--- src/rtl/uart_frame_ctrl.sv ---
// uart_frame_ctrl: parses A5/ADDR/DATA/CHK frames from a byte stream
// and writes one of four 8-bit registers on a valid checksum.
//
// Ports:
//   clk        system clock, rising edge
//   rst        asynchronous active-low reset
//   rx_valid   one-cycle strobe for a received byte
//   rx_data    received byte
//   leds       register 0
//   cfg_out    {reg3, reg2, reg1}
//   frame_ok   one-cycle pulse after a committed write
//   frame_err  one-cycle pulse after a discarded frame
//   busy       high while a frame is in progress
module uart_frame_ctrl #(
   parameter int unsigned baudrate      = 'd115_200,
   parameter int unsigned base_clk      = 'd50_000_000,
   parameter int unsigned timeout_bytes = 4
) (
   input  logic        clk,
   input  logic        rst,
   input  logic        rx_valid,
   input  logic [7:0]  rx_data,
   output logic [7:0]  leds,
   output logic [23:0] cfg_out,
   output logic        frame_ok,
   output logic        frame_err,
   output logic        busy
);

   localparam int unsigned clocks_per_bit = base_clk / baudrate;
   localparam int unsigned timeout_clks   =
      clocks_per_bit * 10 * timeout_bytes;
   localparam int unsigned cnt_w = $clog2(timeout_clks + 1);
   localparam logic [cnt_w-1:0] cnt_last = cnt_w'(timeout_clks - 1);

   localparam logic [1:0] ST_IDLE     = 2'd0;
   localparam logic [1:0] ST_GET_ADDR = 2'd1;
   localparam logic [1:0] ST_GET_DATA = 2'd2;
   localparam logic [1:0] ST_GET_CHK  = 2'd3;

   localparam logic [7:0] SYNC = 8'hA5;

   logic [1:0]       state_q, state_d;
   logic [1:0]       addr_q, addr_d;
   logic [7:0]       data_q, data_d;
   logic [cnt_w-1:0] cnt_q, cnt_d;
   logic             ok_d, err_d;
   logic             wr_en;
   logic [7:0]       chk_sum;
   logic [7:0]       regs [4];

   // 8-bit wrap-around sum of the three bytes preceding CHK
   assign chk_sum = SYNC + {6'd0, addr_q} + data_q;

   always_comb begin
      state_d = state_q;
      addr_d  = addr_q;
      data_d  = data_q;
      cnt_d   = cnt_q;
      ok_d    = 1'b0;
      err_d   = 1'b0;
      wr_en   = 1'b0;

      if (state_q == ST_IDLE || rx_valid) begin
         cnt_d = '0;
      end else if (cnt_q == cnt_last) begin
         // idle line mid-frame: abandon it
         cnt_d   = '0;
         state_d = ST_IDLE;
         err_d   = 1'b1;
      end else begin
         cnt_d = cnt_q + 1'b1;
      end

      // a byte arriving on the expiry edge wins over the timeout
      if (rx_valid) begin
         unique case (state_q)
            ST_IDLE: begin
               if (rx_data == SYNC) state_d = ST_GET_ADDR;
            end
            ST_GET_ADDR: begin
               if (rx_data <= 8'h03) begin
                  addr_d  = rx_data[1:0];
                  state_d = ST_GET_DATA;
               end else begin
                  err_d   = 1'b1;
                  state_d = ST_IDLE;
               end
            end
            ST_GET_DATA: begin
               data_d  = rx_data;
               state_d = ST_GET_CHK;
            end
            ST_GET_CHK: begin
               state_d = ST_IDLE;
               if (rx_data == chk_sum) begin
                  wr_en = 1'b1;
                  ok_d  = 1'b1;
               end else begin
                  err_d = 1'b1;
               end
            end
            default: state_d = ST_IDLE;
         endcase
      end
   end

   always_ff @(posedge clk or negedge rst) begin
      if (!rst) begin
         state_q   <= ST_IDLE;
         addr_q    <= '0;
         data_q    <= '0;
         cnt_q     <= '0;
         frame_ok  <= 1'b0;
         frame_err <= 1'b0;
         for (int i = 0; i < 4; i++) regs[i] <= '0;
      end else begin
         state_q   <= state_d;
         addr_q    <= addr_d;
         data_q    <= data_d;
         cnt_q     <= cnt_d;
         frame_ok  <= ok_d;
         frame_err <= err_d;
         if (wr_en) regs[addr_q] <= data_q;
      end
   end

   assign leds    = regs[0];
   assign cfg_out = {regs[3], regs[2], regs[1]};
   assign busy    = (state_q != ST_IDLE);

endmodule

--- config.mk ---
export PLATFORM = sky130hd
export DESIGN_NAME = uart_frame_ctrl
export DESIGN_NICKNAME = d
export VERILOG_FILES = /design/src/rtl/uart_frame_ctrl.sv
export SDC_FILE = /design/constraint.sdc
export NUM_CORES = 1
export LEC_CHECK = 0
export ABC_CLOCK_PERIOD_IN_PS = 3100
export BUFFER_PORTS_ARGS = -buffer_cell sky130_fd_sc_hd__buf_2
export CAP_MARGIN = 20
export CORE_UTILIZATION = 50
export DETAILED_ROUTE_END_ITERATION = 8
export PLACE_DENSITY = 0.74
export SLEW_MARGIN = 20
export SYNTH_ARGS = -nofsm -noshare
export SYNTH_HDL_FRONTEND = slang
export SYNTH_SLANG_ARGS = --single-unit
--- constraint.sdc ---
create_clock -name clk -period 3.1 [get_ports clk]
set_input_delay 0.62 -clock clk [delete_from_list [all_inputs] [get_ports clk]]
set_output_delay 0.62 -clock clk [all_outputs]
set_load 0.005 [all_outputs]
==> qor.csv <==
stage,metric,value,unit
run_status,status,finished clean,
clocking,Clock Path Buffers,2,
setup_path,"critical path fanouts, max",8,
timing,final setup TNS,0,ns
timing,post-route setup slack,0.06403,ns
global_routing,largest net degree at the start of global routing,62,
clocking,clk slew on worst S/H paths,0.08,ns
drt,First-pass DRT Iterations,4,
yosys,Syn Area/Cell,12.32,um^2
drt,Detail Route met3 WL,216,um
power_and_ir_drop,VDD IR max,0.3410,mV
setup_path,nature of the critical path endpoint,register,
drt,via count,1904,
global_routing,initial antenna violation count,0,
global_routing,first-pass GRT wire length,9.087,mm
yosys,Post-synth EDFFs,0,
cells_and_area,Area Overhead vs Synth,19.27,%
timing,Worst Tran Pin Value,0.7539,ns
drt,# DRC,0,
setup_path,Crit Path Class,register to register,
timing,worst clock skew,0.01153,ns
timing,"Slew Viols, Final",0,
drt,Top Layer Used,met4,
placement,Post-DP HPWL,3.821,mm
floorplan,I/O pins,46,
cells_and_area,layout cells sized above 1,0.4075,
hold_path,worst min path class,primary input to async pin,
timing,Rel. slew slack,0.4974,
placement,dpl cells,347,
job,Max-Cap Viols,0,
timing,FMAX,329.4,MHz
cells_and_area,"Net count, final",302,
setup_path,Worst EP required,3.33,ns
power_and_ir_drop,leakage power,1.730,nW
placement,Port-buffer cells,45,
floorplan,DIE WIDTH,77.77,um
clocking,CTS buffer count,9,
yosys,"Warnings, synthesis",0,
floorplan,Core Box Area,5507,um^2
timing,min cycle time layout,3.036,ns
placement,GPL Wtd Cong,0.7899,
clocking,Clock Sinks,61,
global_routing,number of global-route vias before repair,1939,
power_and_ir_drop,PwrDens,653.4,nW/um^2
yosys,ys flop type,dfrtp_1,
drt,WL per Instance,15.48,um
drt,Initial DRC Count,119,
timing,final hold violation count,0,
drt,ANT nets after route,0,
cells_and_area,antenna cells,0,
yosys,library cells used by synthesis,37,
setup_path,critical path arrival,3.26,ns
drt,WL final,5.633,mm
yosys,Post-Syn Nets,248,
drt,post-route met1 wirelength,2.718,mm
drt,met2 WL,2.625,mm
yosys,cell area after synthesis,2870,um^2
clocking,CTS tree,yes,
yosys,"flops & latches, synth",61,
global_routing,GR Overflow Total,0,
timing,setup violators final,0,
drt,Via density,5.231,
yosys,async set-reset flop share out of synthesis,1.000,
global_routing,Overall Global Routing Usage,0.2016,
yosys,"Seq/Total Area, Yosys",0.5318,
cells_and_area,Final Non-Filler Cells,364,
floorplan,starting density of the core,0.5212,
floorplan,# rows,27,
setup_path,startpoint types,register,
floorplan,die height,77.77,um
clocking,htree depth,3,
placement,dpl ws,-0.02976,ns
floorplan,Die Area,6047,um^2
clocking,Skew-Pair Late Insertion Delay,0.34,ns
yosys,Cells after Synth,233,
clocking,clock root buffer master,clkbuf_8,
timing,Final Cycle Share,0.9793,
stage by stage:
stage	cell area, um^2	hold WS [ns]	power, mW	util
floorplan	2870	0.3244	1.333	-
global placement	3167	0.4468	1.434	0.5751
detailed placement	3167	0.4638	1.442	0.5751
CTS	3392	0.4466	2.242	0.6160
global route	3423	0.4920	2.348	0.6217
finish	3423	0.4234	2.237	0.6217
placed cells by master, fill, tap and decap left out, types with 2 or more instances in the layout:
master / netlist / routed
a21oi_1: 6 / 6
nor4_1: 2 / 2
or3_1: 3 / 3
and2_1: 2 / 2
nand3b_1: 2 / 2
dfrtp_1: 61 / 61
bufinv_16: 0 / 2
nand3_1: 7 / 7
or4_4: 0 / 2
buf_2: 0 / 45
xnor2_1: 14 / 14
nand4b_1: 2 / 2
inv_1: 6 / 5
o211ai_1: 2 / 2
and3_1: 5 / 5
o21ai_0: 3 / 3
nand2_1: 10 / 10
mux2_4: 8 / 8
ha_1: 3 / 2
nor2_1: 22 / 22
or4_1: 4 / 2
clkbuf_8: 0 / 9
mux2_2: 34 / 34
xor2_1: 6 / 6
clkinv_4: 0 / 2
buf_4: 2 / 8
nand4_1: 7 / 7
mux2i_1: 2 / 2
sequential cells by signal, summed over array words and instances (netlist names):
| register | count |
|---|---|
| addr_q | 2 |
| cfg_out | 24 |
| cnt_q | 15 |
| data_q | 8 |
| frame_err | 1 |
| frame_ok | 1 |
| leds | 8 |
| state_q | 2 |
cell usage after synthesis (2+ instances only):
cell type	count	area, um^2
buf_6	4	45.04
mux2_4	8	120.1
or4_1	4	30.03
o211ai_1	2	15.01
xor2_1	6	52.55
mux2_2	34	382.9
and3_1	5	31.28
xnor2_1	14	122.6
nand2_1	10	37.54
or3_1	3	18.77
mux2i_1	2	20.02
nor2_1	22	82.58
and2_1	2	12.51
nand4_1	7	43.79
nand4b_1	2	17.52
nand3b_1	2	15.01
buf_4	2	15.01
nor4_1	2	12.51
ha_1	3	37.54
clkbuf_1	4	15.01
inv_1	6	22.52
a21oi_1	6	30.03
dfrtp_1	61	1526
o21ai_0	3	15.01
nand3_1	7	35.03
cell type report:
| type | count | area (um^2) |
|---|---|---|
| fill | 454 | 2083 |
| sequential | 61 | 1526 |
| multi-input combinational | 155 | 1265 |
| timing repair buffer | 54 | 296.5 |
| clock buffer | 9 | 123.9 |
| clock inverter | 7 | 98.84 |
| tap | 72 | 90.09 |
| inverter | 6 | 22.52 |
repair_timing:
action                     4_1_cts  5_1_grt
hold buffers                     0        0
setup buffers                    0        1
pin swaps                        1        6
setup endpoints to repair        8       24
gates resized for setup          1        6
path summary, 6_finish.rpt:
kind | from | endpoint | slack (ns) | depth (start not counted)
setup / recovery | data_q[0] | leds[1] | 0.06 | 11
hold / removal | rst | cfg_out[3] | 0.42 | 2
setup reg to reg | data_q[0] | leds[1] | 0.06 | 11
hold reg to reg | cnt_q[0] | cnt_q[0] | 0.47 | 1
max in group asynchronous | rst | cnt_q[0] | 2.16 | 2
min in group clk | cnt_q[0] | cnt_q[0] | 0.47 | 1
cell families (layout without fill, tap and decap cells):
logic type	after synthesis	after routing	share of synthesized area
DFF	61	61	0.5318
adders and majority gates	4	4	0.02005
AOI/OAI and AO/OA	13	13	0.02572
buffers and inverters	17	76	0.03530
and+or+nand+nor	73	73	0.1360
muxes	44	44	0.1822
xor gates and xnor gates	21	21	0.06888
critical path, stage by stage, from the launching register on:
cell and delay (ns):
dfrtp_1 0.38, inv_1 0.09, ha_4 0.13, inv_1 0.05
fa_2 0.41, xnor3_1 0.20, nor4_2 0.29, o211ai_1 0.16
or3b_1 0.40, or3_1 0.34, buf_6 0.17, mux2_4 0.30
per-layer routing:
layer	up-vias	global-route usage
li1	918	-
met1	944	0.2643
met2	36	0.3053
met3	6	0.05412
met4	0	0.1057
met5	-	0
where the power goes:
group	total [mW]	leakage, nW	internal, mW	switching (mW)
sequential	0.984	0.836	0.861	0.123
combinational	0.465	0.784	0.224	0.240
clock	0.788	0.110	0.456	0.332
Note: power is estimated with default switching activity, not from simulation.
